--- src/rtl/pi_loop_sequencer_if.sv ---
// Handshake and status bundle between the PI loop sequencer and its environment.
// Latency: none, wires only.
// Backpressure: adc_valid / dac_ready stall the sequencer in SAMPLE / OUTPUT.
interface pi_loop_sequencer_if;
    logic       enable;
    logic       adc_valid;
    logic       dac_ready;
    logic       status_clr;
    logic [3:0] state;
    logic       adc_req;
    logic       dac_valid;
    logic       u_prev_load;
    logic       cycle_done;
    logic       overrun;
    logic       fault;

    modport master (
        input  enable, adc_valid, dac_ready, status_clr,
        output state, adc_req, dac_valid, u_prev_load, cycle_done, overrun, fault
    );

    modport slave (
        output enable, adc_valid, dac_ready, status_clr,
        input  state, adc_req, dac_valid, u_prev_load, cycle_done, overrun, fault
    );
endinterface

--- src/rtl/pi_loop_sequencer.sv ---
// Master sequencer for the PI loop: paces iterations, broadcasts the state code, strobes u_prev reload.
// Latency: 4+ERR_CYCLES clocks per iteration with zero-wait handshakes; all outputs registered.
// Backpressure: waits in SAMPLE/OUTPUT for adc_valid/dac_ready; PI_SEQ_TIMEOUT_EN adds a timeout into FAULT.
module pi_loop_sequencer #(
    parameter logic [15:0] SAMPLE_DIV     = 16'd1000,
    parameter logic [3:0]  ERR_CYCLES     = 4'd1,
    parameter logic [15:0] TIMEOUT_CYCLES = 16'd256
) (
    input logic               clk,
    input logic               reset,
    pi_loop_sequencer_if.master bus
);

    typedef enum logic [3:0] {
        ST_IDLE      = 4'd0,
        ST_SAMPLE    = 4'd1,
        ST_COMPUTE_E = 4'd2,
        ST_COMPUTE_U = 4'd3,
        ST_OUTPUT    = 4'd4,
        ST_UPDATE    = 4'd5,
        ST_FAULT     = 4'd15
    } state_t;

    state_t      state_q;
    state_t      state_d;
    logic [15:0] div_cnt;
    logic        tick;
    logic [3:0]  err_cnt;
    logic        adc_req_q;
    logic        dac_valid_q;
    logic        u_prev_load_q;
    logic        cycle_done_q;
    logic        overrun_q;

`ifdef PI_SEQ_TIMEOUT_EN
    logic [15:0] wait_cnt;
    logic        fault_q;
    logic        wait_expired;

    assign wait_expired = (wait_cnt == TIMEOUT_CYCLES - 16'd1);
`else
    // Timeout limit has no meaning without the wait counter.
    logic unused_timeout;
    assign unused_timeout = ^TIMEOUT_CYCLES;
`endif

    // Sample tick only exists while the loop is enabled.
    assign tick = bus.enable && (div_cnt == SAMPLE_DIV - 16'd1);

    // Sample-rate divider: held at zero while disabled so the first tick lands SAMPLE_DIV clocks after enable.
    always_ff @(posedge clk) begin
        if (reset) begin
            div_cnt <= 16'd0;
        end else if (!bus.enable || tick) begin
            div_cnt <= 16'd0;
        end else begin
            div_cnt <= div_cnt + 16'd1;
        end
    end

    // Next-state decision; unused codes fall back to IDLE.
    always_comb begin
        state_d = state_q;
        case (state_q)
            ST_IDLE: begin
                if (tick) state_d = ST_SAMPLE;
            end
            ST_SAMPLE: begin
                if (bus.adc_valid) state_d = ST_COMPUTE_E;
`ifdef PI_SEQ_TIMEOUT_EN
                else if (wait_expired) state_d = ST_FAULT;
`endif
            end
            ST_COMPUTE_E: begin
                if (err_cnt == ERR_CYCLES - 4'd1) state_d = ST_COMPUTE_U;
            end
            ST_COMPUTE_U: begin
                state_d = ST_OUTPUT;
            end
            ST_OUTPUT: begin
                if (bus.dac_ready) state_d = ST_UPDATE;
`ifdef PI_SEQ_TIMEOUT_EN
                else if (wait_expired) state_d = ST_FAULT;
`endif
            end
            ST_UPDATE: begin
                state_d = ST_IDLE;
            end
`ifdef PI_SEQ_TIMEOUT_EN
            ST_FAULT: begin
                if (bus.status_clr) state_d = ST_IDLE;
            end
`endif
            default: begin
                state_d = ST_IDLE;
            end
        endcase
    end

    // State register with outputs registered from the next state, so they always match the state code.
    always_ff @(posedge clk) begin
        if (reset) begin
            state_q       <= ST_IDLE;
            adc_req_q     <= 1'b0;
            dac_valid_q   <= 1'b0;
            u_prev_load_q <= 1'b0;
            cycle_done_q  <= 1'b0;
        end else begin
            state_q       <= state_d;
            adc_req_q     <= (state_d == ST_SAMPLE);
            dac_valid_q   <= (state_d == ST_OUTPUT);
            u_prev_load_q <= (state_d == ST_UPDATE);
            cycle_done_q  <= (state_d == ST_UPDATE);
        end
    end

    // COMPUTE_E dwell counter: restarts whenever the state is not staying in COMPUTE_E.
    always_ff @(posedge clk) begin
        if (reset) begin
            err_cnt <= 4'd0;
        end else if (state_q == ST_COMPUTE_E && state_d == ST_COMPUTE_E) begin
            err_cnt <= err_cnt + 4'd1;
        end else begin
            err_cnt <= 4'd0;
        end
    end

    // Sticky overrun: a tick outside IDLE is dropped and flagged; a set beats a same-cycle clear.
    always_ff @(posedge clk) begin
        if (reset) begin
            overrun_q <= 1'b0;
        end else if (tick && state_q != ST_IDLE) begin
            overrun_q <= 1'b1;
        end else if (bus.status_clr) begin
            overrun_q <= 1'b0;
        end
    end

`ifdef PI_SEQ_TIMEOUT_EN
    // Handshake wait counter: cleared on any state change, counts cycles the handshake stays unmet.
    always_ff @(posedge clk) begin
        if (reset) begin
            wait_cnt <= 16'd0;
        end else if (state_d != state_q) begin
            wait_cnt <= 16'd0;
        end else if ((state_q == ST_SAMPLE && !bus.adc_valid) ||
                     (state_q == ST_OUTPUT && !bus.dac_ready)) begin
            wait_cnt <= wait_cnt + 16'd1;
        end
    end

    // Fault flag mirrors residency in FAULT; it drops on the exit edge.
    always_ff @(posedge clk) begin
        if (reset) begin
            fault_q <= 1'b0;
        end else begin
            fault_q <= (state_d == ST_FAULT);
        end
    end

    assign bus.fault = fault_q;
`else
    assign bus.fault = 1'b0;
`endif

    assign bus.state       = state_q;
    assign bus.adc_req     = adc_req_q;
    assign bus.dac_valid   = dac_valid_q;
    assign bus.u_prev_load = u_prev_load_q;
    assign bus.cycle_done  = cycle_done_q;
    assign bus.overrun     = overrun_q;

endmodule

--- src/flat_wrapper.sv ---
// flat-port wrapper written by rule: the top's interface ports become plain ports
module pi_loop_sequencer_flat 
#(
    parameter logic [15:0] SAMPLE_DIV     = 16'd1000,
    parameter logic [3:0]  ERR_CYCLES     = 4'd1,
    parameter logic [15:0] TIMEOUT_CYCLES = 16'd256
)
  (clk, reset, bus_enable, bus_adc_valid, bus_dac_ready, bus_status_clr, bus_state, bus_adc_req, bus_dac_valid, bus_u_prev_load, bus_cycle_done, bus_overrun, bus_fault);
  pi_loop_sequencer_if bus_i ();
  input logic clk;
  input logic reset;
  input wire logic [$bits(bus_i.enable)-1:0] bus_enable;
  input wire logic [$bits(bus_i.adc_valid)-1:0] bus_adc_valid;
  input wire logic [$bits(bus_i.dac_ready)-1:0] bus_dac_ready;
  input wire logic [$bits(bus_i.status_clr)-1:0] bus_status_clr;
  output wire logic [$bits(bus_i.state)-1:0] bus_state;
  output wire logic [$bits(bus_i.adc_req)-1:0] bus_adc_req;
  output wire logic [$bits(bus_i.dac_valid)-1:0] bus_dac_valid;
  output wire logic [$bits(bus_i.u_prev_load)-1:0] bus_u_prev_load;
  output wire logic [$bits(bus_i.cycle_done)-1:0] bus_cycle_done;
  output wire logic [$bits(bus_i.overrun)-1:0] bus_overrun;
  output wire logic [$bits(bus_i.fault)-1:0] bus_fault;
  assign bus_i.enable = bus_enable;
  assign bus_i.adc_valid = bus_adc_valid;
  assign bus_i.dac_ready = bus_dac_ready;
  assign bus_i.status_clr = bus_status_clr;
  assign bus_state = bus_i.state;
  assign bus_adc_req = bus_i.adc_req;
  assign bus_dac_valid = bus_i.dac_valid;
  assign bus_u_prev_load = bus_i.u_prev_load;
  assign bus_cycle_done = bus_i.cycle_done;
  assign bus_overrun = bus_i.overrun;
  assign bus_fault = bus_i.fault;
  pi_loop_sequencer #(.SAMPLE_DIV(SAMPLE_DIV), .ERR_CYCLES(ERR_CYCLES), .TIMEOUT_CYCLES(TIMEOUT_CYCLES)) u_core (.clk(clk), .reset(reset), .bus(bus_i));
endmodule
--- config.mk ---
export PLATFORM = sky130hd
export DESIGN_NAME = pi_loop_sequencer_flat
export DESIGN_NICKNAME = d
export VERILOG_FILES = /design/src/rtl/pi_loop_sequencer_if.sv /design/src/rtl/pi_loop_sequencer.sv /design/src/flat_wrapper.sv
export SDC_FILE = /design/constraint.sdc
export NUM_CORES = 1
export LEC_CHECK = 0
export BUFFER_PORTS_ARGS = -buffer_cell sky130_fd_sc_hd__buf_2
export CORE_MARGIN = 4
export CORE_UTILIZATION = 35
export DETAILED_ROUTE_END_ITERATION = 7
export PLACE_DENSITY = 0.53
export SLEW_MARGIN = 20
export SYNTH_ARGS = -nofsm -noshare
export SYNTH_HDL_FRONTEND = slang
export SYNTH_SLANG_ARGS = --single-unit
--- constraint.sdc ---
create_clock -name clk -period 2.2 [get_ports clk]
set_input_delay 0.33 -clock clk [delete_from_list [all_inputs] [get_ports clk]]
set_output_delay 0.33 -clock clk [all_outputs]
set_load 0.02 [all_outputs]
* Yosys cells after proc, flatten, opt, wreduce, memory -nomap -nowiden
Index checks and enable logic that the tools add are counted.
Word-level totals: bits in registers 28, output and inout port bits 10, word-level logic and storage cells 37
Cells by class: $add $sub $neg 2, equality and inequality tests 9, multiplexer cells 7, bitwise gates (word level) 1, reduce and logical (&&, ||, !) cells 11
Operators with widths (number):
- one-hot mux 4 bit (5 select lines) | 1
- adder 16 x 1 -> 16 bit (second input constant) | 1
- == test 16 x 10 -> 1 bit (second input constant) | 1
- 2-to-1 mux 4 bit | 4
- == test 4 x 2 -> 1 bit (second input constant) | 3
- == test 4 x 3 -> 1 bit (second input constant) | 3
- == test 4 x 1 -> 1 bit (second input constant) | 2
- logical NOT 4 bit | 2
- adder 4 x 1 -> 4 bit (second input constant) | 1
- nonzero test 4 bit | 1
- OR reduction 2 bit | 2
- logical AND 1 bit | 3
- 2-to-1 mux 1 bit | 2
- nonzero test 2 bit | 1
- logical NOT 1 bit | 1
- logical OR 1 bit | 1
- inverter 1 bit | 1

* Logic depth before layout (Yosys ltp)
Gate-level depths: netlist of run 1.
depth in word-level cells 8, mapped depth 7, mapped depth without buffers 5

* Worst setup path before layout of run 1
Ideal clock, no wire load.
kind register -> register, from reg u_core.div_cnt[2], to reg u_core.div_cnt[10], library setup time 0.115 ns, arrival time 1.581 ns, setup slack 0.504 ns, cell stages (with the launch flop) 7, buffers on the path 2, clock period less this slack 1.696 ns, cell sequence dfxtp_1 or4b_1 nor4_2 or3b_1 buf_6 buf_12 nor2_1
Between the ends: longest elaborated chain between the ends 4, elaborated cells between the ends (all ways) 5
Ends and longest elaborated chain:
- start, declared | line pi_loop_sequencer.sv:26 | logic [15:0] div_cnt;
- start signal, assigned | line pi_loop_sequencer.sv:57 | div_cnt <= div_cnt + 16'd1;
- parallel branches: the longest is 4 deep, another holds adder 16 x 1 -> 16 bit
Several ways; the timed one is not identified. A chain may end at the register's enable or synchronous reset.

* Final worst setup path of run 1
from reg u_core.div_cnt[2], to reg u_core.div_cnt[6]
Same word-level chain as after synthesis.

==> run_summary.xml, run 1 <==
<?xml version="1.0" encoding="UTF-8"?>
<metrics>
  <group name="run_status">
    <metric name="outcome" unit="">finished, final reports clean</metric>
  </group>
  <group name="die">
    <metric name="die_w" unit="µm">68.4</metric>
    <metric name="cell_rows" unit="">21</metric>
    <metric name="core_area" unit="mm²">0.00344</metric>
    <metric name="ports_placed_on_the_boundary" unit="">16</metric>
    <metric name="chip_height" unit="µm">68.4</metric>
    <metric name="fp.dieArea" unit="mm²">0.00468</metric>
    <metric name="floorplan.initialDensity" unit="">0.372</metric>
  </group>
  <group name="finish">
    <metric name="number_of_inserted_diodes" unit="">0</metric>
    <metric name="synthToLayoutAreaGrowth" unit="%">9.88</metric>
    <metric name="drive_gt1_frac" unit="">0.146</metric>
    <metric name="fillerInstances" unit="">369</metric>
    <metric name="layout.nets" unit="">168</metric>
    <metric name="post_layout_utilization_of_the_core" unit="">0.408</metric>
    <metric name="finish.instance_area" unit="mm²">0.00141</metric>
  </group>
  <group name="synth">
    <metric name="async_reset_ff_frac" unit="">0</metric>
    <metric name="muxShareOfSynthArea" unit="">0.00881</metric>
    <metric name="synth-xor-area-share" unit="">0.0959</metric>
    <metric name="synth.ff_latch_count" unit="">28</metric>
    <metric name="synth.yosys.warnings" unit="">0</metric>
    <metric name="synth_area_leader_cell" unit="">dfxtp_1</metric>
    <metric name="netlist_instances" unit="">144</metric>
    <metric name="synth_area_per_cell" unit="µm²">8.88</metric>
    <metric name="synth_area_leaders" unit="">dfxtp_1 44%, nor2_1 6.8%, xnor2_1 6.2%, nand3_1 3.5%, xor2_1 3.4%</metric>
    <metric name="complex_gate_fraction_of_the_synthesized_area" unit="">0.0607</metric>
    <metric name="synth-main-ff-cell" unit="">dfxtp_1</metric>
    <metric name="synth-seq-area-share" unit="">0.438</metric>
    <metric name="synth-simple-area-share" unit="">0.301</metric>
    <metric name="synth_edf_count" unit="">0</metric>
    <metric name="yosysUniqueCellTypes" unit="">35</metric>
    <metric name="netlist_area" unit="mm²">0.00128</metric>
    <metric name="adder_cell_fraction_of_synth_area" unit="">0.0294</metric>
    <metric name="dominant_combinational_cell_family_by_area_after_synthesis" unit="">simple AND/OR/NAND/NOR gates</metric>
    <metric name="portion_of_synthesized_cell_area_occupied_by_the_leading_cell_type" unit="">0.438</metric>
  </group>
  <group name="cts">
    <metric name="cts_htree_levels" unit="">1</metric>
    <metric name="worst_skew_late_latency" unit="ns">0.27</metric>
    <metric name="postCtsSetupBuffers" unit="">0</metric>
    <metric name="clkTransAtPathRegs" unit="ns">0.09</metric>
    <metric name="cts_inserted_buffers" unit="">3</metric>
    <metric name="ctsHoldBuffers" unit="">0</metric>
    <metric name="tritoncts_clock_tree" unit="">done</metric>
    <metric name="postCtsResizedCells" unit="">0</metric>
    <metric name="cts-root-buf" unit="">clkbuf_8</metric>
    <metric name="tritoncts_num_sinks" unit="">28</metric>
    <metric name="clock_tree.buffer_depth" unit="">2</metric>
  </group>
  <group name="power_and_ir_drop">
    <metric name="p_clk_frac" unit="">0.331</metric>
    <metric name="p_leak" unit="µW">0.000490</metric>
    <metric name="power.share.sequential" unit="">0.640</metric>
    <metric name="irDropWorstVdd" unit="V">0.000295</metric>
    <metric name="p_sw_frac" unit="">0.201</metric>
    <metric name="p_per_area" unit="mW/mm²">571</metric>
    <metric name="pwr-share-comb" unit="">0.029</metric>
    <metric name="p_int" unit="µW">641</metric>
    <metric name="net_load_switching_power" unit="µW">161</metric>
  </group>
  <group name="timing">
    <metric name="grt_setup_unrepaired" unit="">false</metric>
    <metric name="fin_worst_skew" unit="ns">0.0104</metric>
    <metric name="final.period_utilization" unit="">0.815</metric>
    <metric name="timing.fmax" unit="GHz">0.558</metric>
    <metric name="finalHoldViolCount" unit="">0</metric>
    <metric name="slew_viol_final" unit="">0</metric>
    <metric name="finalSetupViolCount" unit="">0</metric>
    <metric name="final_period_minus_worst_setup_slack" unit="ns">1.79</metric>
    <metric name="fin_setup_tns" unit="ns">0</metric>
  </group>
  <group name="setup_path">
    <metric name="path_class" unit="">reg -&gt; reg</metric>
    <metric name="worst_path_largest_cell_delay" unit="ns">0.50</metric>
    <metric name="timing.critical_path.arrival" unit="ns">1.95</metric>
    <metric name="critPathSlowestCell" unit="">or4b_1</metric>
    <metric name="reg2reg_depth" unit="">5</metric>
    <metric name="worst_path_dominant_cell_family" unit="">simple AND/OR/NAND/NOR gates</metric>
    <metric name="setup.worst_path.end_class" unit="">flop</metric>
    <metric name="critPathLaunchType" unit="">flop</metric>
    <metric name="timing.critical_path.depth" unit="">5</metric>
    <metric name="worstPathCellList" unit="">or4b_1, nor4_2, or3b_1, buf_4, nor2_1</metric>
    <metric name="critPathMaxFanout" unit="">16</metric>
    <metric name="buf_inv_on_cp" unit="">1</metric>
    <metric name="critPathRequiredTime" unit="ns">2.36</metric>
  </group>
  <group name="placed_design">
    <metric name="numPortBuffers" unit="">14</metric>
    <metric name="gpl.final_weighted_congestion" unit="">0.795</metric>
    <metric name="dpl_cell_area" unit="mm²">0.00136</metric>
    <metric name="place.detailed.hpwl" unit="µm">1720</metric>
  </group>
  <group name="grt">
    <metric name="grt_pass1_wl" unit="µm">3840</metric>
    <metric name="grt_max_degree" unit="">17</metric>
    <metric name="globalRouteOverflowTotal" unit="">0</metric>
    <metric name="number_of_antenna_violations_at_the_first_check_in_global_routing" unit="">0</metric>
    <metric name="grt_pass1_vias" unit="">923</metric>
    <metric name="groute.usage.overall" unit="">0.109</metric>
  </group>
  <group name="detailed_routing">
    <metric name="routedWlPerCell" unit="µm">11.1</metric>
    <metric name="drt_pre_antenna_iters" unit="">4</metric>
    <metric name="dr_total_vias" unit="">1004</metric>
    <metric name="ant_nets" unit="">0</metric>
    <metric name="detail_route.iter0.violations" unit="">31</metric>
    <metric name="wirelength_routed" unit="µm">2250</metric>
    <metric name="detail_route.drc_violations" unit="">0</metric>
    <metric name="viasPerCell" unit="">4.95</metric>
  </group>
  <group name="flow_run">
    <metric name="max-cap-violations" unit="">0</metric>
  </group>
  <group name="worst_hold_path">
    <metric name="min_delay_path_depth" unit="">3</metric>
    <metric name="worst_hold_path_type" unit="">in -&gt; reg</metric>
  </group>
</metrics>
## worst reg2reg max path, cell delays in order, from the launching register on
cell	delay, ns
dfxtp_1	0.44
or4b_1	0.50
nor4_2	0.31
or3b_1	0.14
buf_4	0.20
nor2_1	0.08
## cells by family after synthesis
kind of cell,after synthesis
buf+inv,13
flops,28
compound gates,13
other cells,1
mux,1
fa+ha+maj,3
simple gates,71
xor+xnor,14
## cells in the final DEF, fill, tap and decap left out, types with 2 or more instances in the layout
cell type  netlist  routed
dfxtp_1         28      28
nor2_1          23      23
buf_2            0      14
nand3_1          9       9
xnor2_1          9       9
inv_1            7       7
nand2_1          7       7
nand4_1          6       6
a21oi_1          6       6
nor4_1           5       5
xor2_1           5       5
nor3_1           3       3
or3_1            3       3
o21ai_0          3       3
ha_1             3       3
clkbuf_8         0       3
or4b_1           2       2
nor2_2           2       2
nand3b_1         2       2
nand2b_1         2       2
conb_1           1       2
## power groups by stage
stage	registers (µW)	clock network [µW]	logic, µW
2_1_floorplan	526	0	18.8
3_3_place_gp	525	0	23.4
3_5_place_dp	525	0	23.9
4_1_cts	513	282	23.9
5_1_grt	514	296	27.3
6_report	513	265	23.6
## final cells by class
| cell class | count | area [µm²] | area share |
|---|---|---|---|
| flip-flops and latches | 28 | 561 | 0.399 |
| repair buffers | 15 | 77.6 | 0.0552 |
| clock buffers | 3 | 41.3 | 0.0294 |
| well taps | 46 | 57.6 | 0.0410 |
| multi-input cells | 104 | 642 | 0.457 |
| inverters | 7 | 26.3 | 0.0187 |
## metal layers
metal	up-vias	wire, µm	track usage
li1	521	-	-
met1	469	1050	0.129
met2	10	1090	0.182
met3	4	87	0.0394
met4	0	24	0.0298
met5	-	0	0
## path summary, 6_finish.rpt
check | startpoint | end | slack (ns)
max | u_core.div_cnt[2] | u_core.div_cnt[6] | 0.41
min | bus_status_clr | u_core.bus.overrun | 0.31
max reg2reg | u_core.div_cnt[2] | u_core.div_cnt[6] | 0.41
min reg2reg | u_core.bus.overrun | u_core.bus.overrun | 0.47
## cells in the mapped netlist (3+ instances only)
library cell	n
nor3_1	3
xnor2_1	9
xor2_1	5
dfxtp_1	28
nand2_1	7
nor4_1	5
ha_1	3
or3_1	3
nand4_1	6
inv_1	7
o21ai_0	3
nor2_1	23
nand3_1	9
a21oi_1	6
## per-stage QoR
step	setup slack (ns)	power (µW)	hold slack, ns	std cells
final	0.408	802	0.315	203
after global routing	0.245	838	0.315	203
after floorplan	0.504	544	0.399	145
after CTS	0.381	819	0.303	203
after global placement	0.440	548	0.448	200
after detailed placement	0.400	549	0.462	200
## flip-flops by register name, indices dropped and copies added (netlist names)
signal and count:
u_core.bus.overrun 1, u_core.bus.adc_req 1, u_core.bus.dac_valid 1, u_core.div_cnt 16, u_core.bus.cycle_done 1, u_core.bus.state 4
u_core.err_cnt 4
No activity file was read; power rests on OpenSTA's default activity.
==> run 2: changes to the inputs <==
- PLACE_DENSITY: 0.53 -> 0.55
- clock period: 2.2 -> 1.6 ns (I/O delays scaled with it)
==> run_summary.xml, run 2 (synthesized netlist as in run 1, its figures left out) <==
<?xml version="1.0" encoding="UTF-8"?>
<metrics>
  <group name="setup_path">
    <metric name="reg2reg_setup_slack" unit="ns">-0.05</metric>
    <metric name="reg2reg_launch_point" unit="">u_core.div_cnt[14]</metric>
    <metric name="crit-reg2reg-capture" unit="">u_core.div_cnt[6]</metric>
    <metric name="reg2reg_depth" unit="">5</metric>
    <metric name="critPathLaunchType" unit="">flop</metric>
    <metric name="path_class" unit="">reg -&gt; reg</metric>
    <metric name="worstPathCellList" unit="">or4bb_4, nor4_4, or3b_4, buf_6, nor2_1</metric>
    <metric name="worst_path_largest_cell_delay" unit="ns">0.54</metric>
    <metric name="critPathSlowestCell" unit="">or4bb_4</metric>
    <metric name="setup.worst_path.end_class" unit="">flop</metric>
    <metric name="timing.critical_path.arrival" unit="ns">1.82</metric>
    <metric name="critPathMaxFanout" unit="">8</metric>
    <metric name="critPathRequiredTime" unit="ns">1.77</metric>
  </group>
  <group name="finish">
    <metric name="seq_area" unit="µm²">567</metric>
    <metric name="synthToLayoutAreaGrowth" unit="%">29.7</metric>
    <metric name="layout.cells.most_common" unit="">dfxtp_1</metric>
    <metric name="multi_input_area" unit="µm²">711</metric>
    <metric name="top_register" unit="">u_core.div_cnt</metric>
    <metric name="number_of_inserted_diodes" unit="">0</metric>
    <metric name="layout.nets" unit="">189</metric>
    <metric name="drive_gt1_frac" unit="">0.358</metric>
    <metric name="post_layout_utilization_of_the_core" unit="">0.482</metric>
    <metric name="number_of_flip_flops_in_the_largest_register" unit="">16</metric>
    <metric name="layout_common_cells" unit="">23 x dfxtp_1, 20 x nor2_1, 20 x buf_4</metric>
    <metric name="fillerInstances" unit="">342</metric>
  </group>
  <group name="detailed_routing">
    <metric name="viasPerCell" unit="">4.81</metric>
    <metric name="dr_total_vias" unit="">1083</metric>
    <metric name="detail_route.drc_violations" unit="">0</metric>
    <metric name="ant_nets" unit="">0</metric>
    <metric name="drt_pre_antenna_iters" unit="">4</metric>
    <metric name="detail_route.iter0.violations" unit="">55</metric>
    <metric name="routedWlPerCell" unit="µm">11.5</metric>
    <metric name="wirelength_routed" unit="µm">2590</metric>
  </group>
  <group name="cts">
    <metric name="clkTransAtPathRegs" unit="ns">0.09</metric>
    <metric name="ctsHoldBuffers" unit="">0</metric>
    <metric name="tritoncts_num_sinks" unit="">28</metric>
    <metric name="clock_tree.buffer_depth" unit="">2</metric>
    <metric name="cts_inserted_buffers" unit="">3</metric>
    <metric name="worst_skew_late_latency" unit="ns">0.27</metric>
    <metric name="tritoncts_clock_tree" unit="">done</metric>
    <metric name="cts_htree_levels" unit="">1</metric>
    <metric name="cts-root-buf" unit="">clkbuf_8</metric>
  </group>
  <group name="grt">
    <metric name="grt_pass1_wl" unit="µm">4440</metric>
    <metric name="groute.usage.overall" unit="">0.124</metric>
    <metric name="number_of_antenna_violations_at_the_first_check_in_global_routing" unit="">0</metric>
    <metric name="grt_max_degree" unit="">16</metric>
    <metric name="grt_pass1_vias" unit="">1053</metric>
    <metric name="globalRouteOverflowTotal" unit="">0</metric>
  </group>
  <group name="placed_design">
    <metric name="gpl.final_weighted_congestion" unit="">0.813</metric>
    <metric name="numPortBuffers" unit="">14</metric>
    <metric name="dpl_worst_slack" unit="ns">-0.0726</metric>
    <metric name="place.detailed.hpwl" unit="µm">1960</metric>
  </group>
  <group name="worst_hold_path">
    <metric name="worst_hold_path_type" unit="">in -&gt; reg</metric>
    <metric name="whs_endpoint" unit="">u_core.bus.adc_req</metric>
    <metric name="timing.hold.worst.start" unit="">reset</metric>
    <metric name="min_delay_path_depth" unit="">2</metric>
  </group>
  <group name="timing">
    <metric name="finalHoldViolCount" unit="">0</metric>
    <metric name="pnr_worst_setup_slack" unit="ns">-0.0505</metric>
    <metric name="final.period_utilization" unit="">1.03</metric>
    <metric name="grt_setup_unrepaired" unit="">true</metric>
    <metric name="fin_worst_skew" unit="ns">0.00208</metric>
    <metric name="slew_viol_final" unit="">0</metric>
    <metric name="final_period_minus_worst_setup_slack" unit="ns">1.65</metric>
    <metric name="hold_ws" unit="ns">0.229</metric>
    <metric name="fin_setup_tns" unit="ns">-0.593</metric>
    <metric name="timing.fmax" unit="GHz">0.606</metric>
    <metric name="finalSetupViolCount" unit="">16</metric>
  </group>
  <group name="run_status">
    <metric name="violations" unit="">setup timing</metric>
    <metric name="outcome" unit="">complete, but fails checks</metric>
  </group>
  <group name="power_and_ir_drop">
    <metric name="p_per_area" unit="mW/mm²">714</metric>
    <metric name="total_power" unit="µW">1190</metric>
    <metric name="p_leak" unit="µW">0.000628</metric>
    <metric name="irDropWorstVdd" unit="V">0.000479</metric>
  </group>
  <group name="die">
    <metric name="chip_height" unit="µm">68.4</metric>
    <metric name="fp.dieArea" unit="mm²">0.00468</metric>
    <metric name="core_area" unit="mm²">0.00344</metric>
    <metric name="ports_placed_on_the_boundary" unit="">16</metric>
    <metric name="cell_rows" unit="">21</metric>
    <metric name="floorplan.initialDensity" unit="">0.372</metric>
    <metric name="die_w" unit="µm">68.4</metric>
  </group>
  <group name="flow_run">
    <metric name="max-cap-violations" unit="">0</metric>
  </group>
</metrics>
run 2: cell count changes in the layout (fill, tap and decap cells not counted), sizes merged:
cell / before / now
clkbuf: 3 / 4
buf: 15 / 36
run 2: worst max-delay path by stage:
stage	from	end	slack, ns	cells past startpoint
after global placement	u_core.div_cnt[10]	u_core.div_cnt[6]	-0.02	6
after floorplan	u_core.div_cnt[8]	u_core.div_cnt[8]	-0.05	6
after detailed placement	u_core.div_cnt[11]	u_core.div_cnt[6]	-0.07	6
final	u_core.div_cnt[14]	u_core.div_cnt[6]	-0.05	5
after global routing	u_core.div_cnt[14]	u_core.div_cnt[2]	-0.10	5
after CTS	u_core.div_cnt[14]	u_core.div_cnt[6]	-0.06	5
run 2: critical path, delay by kind of cell, from the launching register on:
family,cells,cell delay [ns]
buffers and inverters,1,0.14
flip-flops,1,0.33
AND/OR/NAND/NOR,4,1.08
run 2: power breakdown:
group | leakage [µW] | switching [µW] | internal [µW]
registers | 0.000229 | 3.92 | 700
clock network | 0.0000288 | 215 | 220
logic | 0.000371 | 26.1 | 20.6
run 2: timing repair:
action / 4_1_cts / 5_1_grt
endpoints found under the hold margin: 0 / 0
pin swaps: 4 / 7
resized for setup: 12 / 9
buffers inserted: 1 / 0
cloned: 0 / 0
endpoints found under the setup margin: 18 / 21
run 2: cell type report:
type	count	area share
tap	46	0.0347
timing repair buffer	36	0.146
multi-input combinational	104	0.428
clock buffer	4	0.0332
inverter	7	0.0158
sequential	28	0.342
run 2: per-stage QoR:
| step | cells | area (µm²) |
|---|---|---|
| final | 225 | 1660 |
| after global routing | 225 | 1660 |
| after CTS | 225 | 1620 |
| after detailed placement | 220 | 1520 |
| after global placement | 220 | 1520 |
| after floorplan | 145 | 1280 |
run 2: per-layer routing:
| metal | wire length [µm] | GRT usage |
|---|---|---|
| met1 | 1200 | 0.152 |
| met5 | 0 | 0 |
| met4 | 17 | 0.0298 |
| met2 | 1240 | 0.212 |
| met3 | 137 | 0.0345 |
==> run 3: changes to the inputs <==
- MAX_ROUTING_LAYER: unset -> met4
- PLACE_DENSITY: 0.55 -> unset
==> run_summary.xml, run 3 (synthesized netlist as in run 1, its figures left out) <==
<?xml version="1.0" encoding="UTF-8"?>
<metrics>
  <group name="run_status">
    <metric name="outcome" unit="">complete, but fails checks</metric>
    <metric name="violations" unit="">setup timing</metric>
  </group>
  <group name="cts">
    <metric name="cts_htree_levels" unit="">1</metric>
    <metric name="tritoncts_num_sinks" unit="">28</metric>
    <metric name="cts_inserted_buffers" unit="">3</metric>
    <metric name="ctsHoldBuffers" unit="">0</metric>
    <metric name="clkTransAtPathRegs" unit="ns">0.10</metric>
    <metric name="cts-root-buf" unit="">clkbuf_8</metric>
    <metric name="clock_tree.buffer_depth" unit="">2</metric>
    <metric name="worst_skew_late_latency" unit="ns">0.28</metric>
    <metric name="tritoncts_clock_tree" unit="">done</metric>
  </group>
  <group name="timing">
    <metric name="final_period_minus_worst_setup_slack" unit="ns">1.68</metric>
    <metric name="pnr_worst_setup_slack" unit="ns">-0.0770</metric>
    <metric name="timing.fmax" unit="GHz">0.596</metric>
    <metric name="final.period_utilization" unit="">1.05</metric>
    <metric name="slew_viol_final" unit="">0</metric>
    <metric name="finalSetupViolCount" unit="">18</metric>
    <metric name="grt_setup_unrepaired" unit="">true</metric>
    <metric name="fin_worst_skew" unit="ns">0.00966</metric>
    <metric name="finalHoldViolCount" unit="">0</metric>
  </group>
  <group name="setup_path">
    <metric name="critPathMaxFanout" unit="">8</metric>
    <metric name="worst_path_largest_cell_delay" unit="ns">0.57</metric>
    <metric name="worst_path_dominant_cell_family" unit="">simple AND/OR/NAND/NOR gates</metric>
    <metric name="critPathLaunchType" unit="">flop</metric>
    <metric name="setup.worst_path.end_class" unit="">flop</metric>
    <metric name="path_class" unit="">reg -&gt; reg</metric>
    <metric name="critPathSlowestCell" unit="">or4b_4</metric>
    <metric name="timing.critical_path.arrival" unit="ns">1.85</metric>
    <metric name="buf_inv_on_cp" unit="">1</metric>
    <metric name="critPathRequiredTime" unit="ns">1.77</metric>
    <metric name="worstPathCellList" unit="">or4b_4, nor4_4, or3b_4, buf_8, nor2_1</metric>
  </group>
  <group name="grt">
    <metric name="number_of_antenna_violations_at_the_first_check_in_global_routing" unit="">0</metric>
    <metric name="grt_pass1_wl" unit="µm">4310</metric>
    <metric name="groute.usage.overall" unit="">0.127</metric>
    <metric name="grt_pass1_vias" unit="">1005</metric>
    <metric name="grt_max_degree" unit="">17</metric>
    <metric name="globalRouteOverflowTotal" unit="">0</metric>
  </group>
  <group name="finish">
    <metric name="number_of_inserted_diodes" unit="">0</metric>
    <metric name="finish.instance_area" unit="mm²">0.00165</metric>
    <metric name="multi_input_area" unit="µm²">687</metric>
    <metric name="top_register" unit="">u_core.div_cnt</metric>
    <metric name="layout_common_cells" unit="">25 x dfxtp_1, 22 x nor2_1, 19 x buf_4</metric>
    <metric name="drive_gt1_frac" unit="">0.315</metric>
    <metric name="number_of_flip_flops_in_the_largest_register" unit="">16</metric>
    <metric name="post_layout_utilization_of_the_core" unit="">0.478</metric>
    <metric name="synthToLayoutAreaGrowth" unit="%">28.7</metric>
    <metric name="layout.nets" unit="">188</metric>
    <metric name="fillerInstances" unit="">341</metric>
    <metric name="layout.cells.most_common" unit="">dfxtp_1</metric>
    <metric name="seq_area" unit="µm²">564</metric>
  </group>
  <group name="die">
    <metric name="cell_rows" unit="">21</metric>
    <metric name="fp.dieArea" unit="mm²">0.00468</metric>
    <metric name="die_w" unit="µm">68.4</metric>
    <metric name="floorplan.initialDensity" unit="">0.372</metric>
    <metric name="chip_height" unit="µm">68.4</metric>
    <metric name="core_area" unit="mm²">0.00344</metric>
    <metric name="ports_placed_on_the_boundary" unit="">16</metric>
  </group>
  <group name="power_and_ir_drop">
    <metric name="net_load_switching_power" unit="µW">249</metric>
    <metric name="irDropWorstVdd" unit="V">0.000535</metric>
    <metric name="pwr-share-comb" unit="">0.035</metric>
    <metric name="p_int" unit="µW">1060</metric>
    <metric name="p_per_area" unit="mW/mm²">793</metric>
    <metric name="p_leak" unit="µW">0.000631</metric>
    <metric name="p_clk_frac" unit="">0.425</metric>
    <metric name="power.share.sequential" unit="">0.540</metric>
    <metric name="p_sw_frac" unit="">0.191</metric>
  </group>
  <group name="detailed_routing">
    <metric name="drt_pre_antenna_iters" unit="">4</metric>
    <metric name="ant_nets" unit="">0</metric>
    <metric name="detail_route.iter0.violations" unit="">50</metric>
    <metric name="wirelength_routed" unit="µm">2590</metric>
    <metric name="detail_route.drc_violations" unit="">0</metric>
    <metric name="routed.top_layer" unit="">met4</metric>
    <metric name="viasPerCell" unit="">4.85</metric>
    <metric name="wl_met2" unit="µm">1250</metric>
    <metric name="routedWlPerCell" unit="µm">11.5</metric>
    <metric name="drt-met1-wl" unit="µm">1160</metric>
    <metric name="met3RoutedLength" unit="µm">134</metric>
    <metric name="dr_total_vias" unit="">1086</metric>
  </group>
  <group name="placed_design">
    <metric name="gpl.final_weighted_congestion" unit="">0.796</metric>
    <metric name="place.detailed.hpwl" unit="µm">1960</metric>
    <metric name="numPortBuffers" unit="">14</metric>
    <metric name="dpl_cell_area" unit="mm²">0.00151</metric>
  </group>
  <group name="worst_hold_path">
    <metric name="worst_hold_path_type" unit="">in -&gt; reg</metric>
  </group>
  <group name="flow_run">
    <metric name="max-cap-violations" unit="">0</metric>
  </group>
</metrics>
-- run 3: worst paths after layout --
path                                          from                  to  slack [ns]  depth (start not counted)
worst max-delay path            u_core.div_cnt[12]   u_core.div_cnt[7]       -0.08                          5
worst min-delay path                bus_status_clr  u_core.bus.overrun        0.21                          3
worst max register to register  u_core.div_cnt[12]   u_core.div_cnt[7]       -0.08                          5
worst min register to register   u_core.err_cnt[0]   u_core.err_cnt[0]        0.47                          1
-- run 3: layout make-up --
class	count	area share
multi-input combinational	104	0.417
clock inverter	1	0.0183
clock buffer	3	0.0251
inverter	7	0.0160
tap	46	0.0350
timing repair buffer	35	0.145
sequential	28	0.343
-- run 3: what timing repair did --
| action | in CTS | in global routing |
|---|---|---|
| pin swaps | 13 | 1 |
| setup endpoints to repair | 19 | 21 |
| setup buffers | 1 | 0 |
| resized for setup | 13 | 1 |
-- run 3: per-stage QoR --
stage / total power (µW) / setup WS (ns) / setup TNS [ns] / hold WS [ns] / instances
2_1_floorplan: 749 / -0.0509 / -0.484 / 0.309 / 145
3_3_place_gp: 760 / -0.0653 / -0.511 / 0.441 / 219
3_5_place_dp: 760 / -0.106 / -1.19 / 0.458 / 219
4_1_cts: 1320 / -0.0763 / -1.08 / 0.208 / 224
5_1_grt: 1350 / -0.152 / -2.49 / 0.220 / 224
6_report: 1300 / -0.0770 / -1.03 / 0.215 / 224
-- run 3: power groups by stage --
| stage | clock network [µW] | registers (µW) | logic [µW] |
|---|---|---|---|
| after global routing | 600 | 706 | 49.3 |
| final | 554 | 705 | 45.1 |
| after floorplan | 0 | 723 | 26.1 |
| after global placement | 0 | 721 | 38.5 |
| after CTS | 572 | 705 | 45.4 |
| after detailed placement | 0 | 721 | 39.2 |
-- run 3: layer usage --
metal,vias to the layer above,global-route usage
met5,-,-
met2,21,0.212
met4,0,0.0546
li1,565,-
met1,496,0.138
met3,4,0.0411
-- run 3: worst register-to-register path: cells and delay by family, from the launching register on --
family	cells	cell delay (ns)
buffers and inverters	1	0.13
DFF	1	0.33
and+or+nand+nor	4	1.12
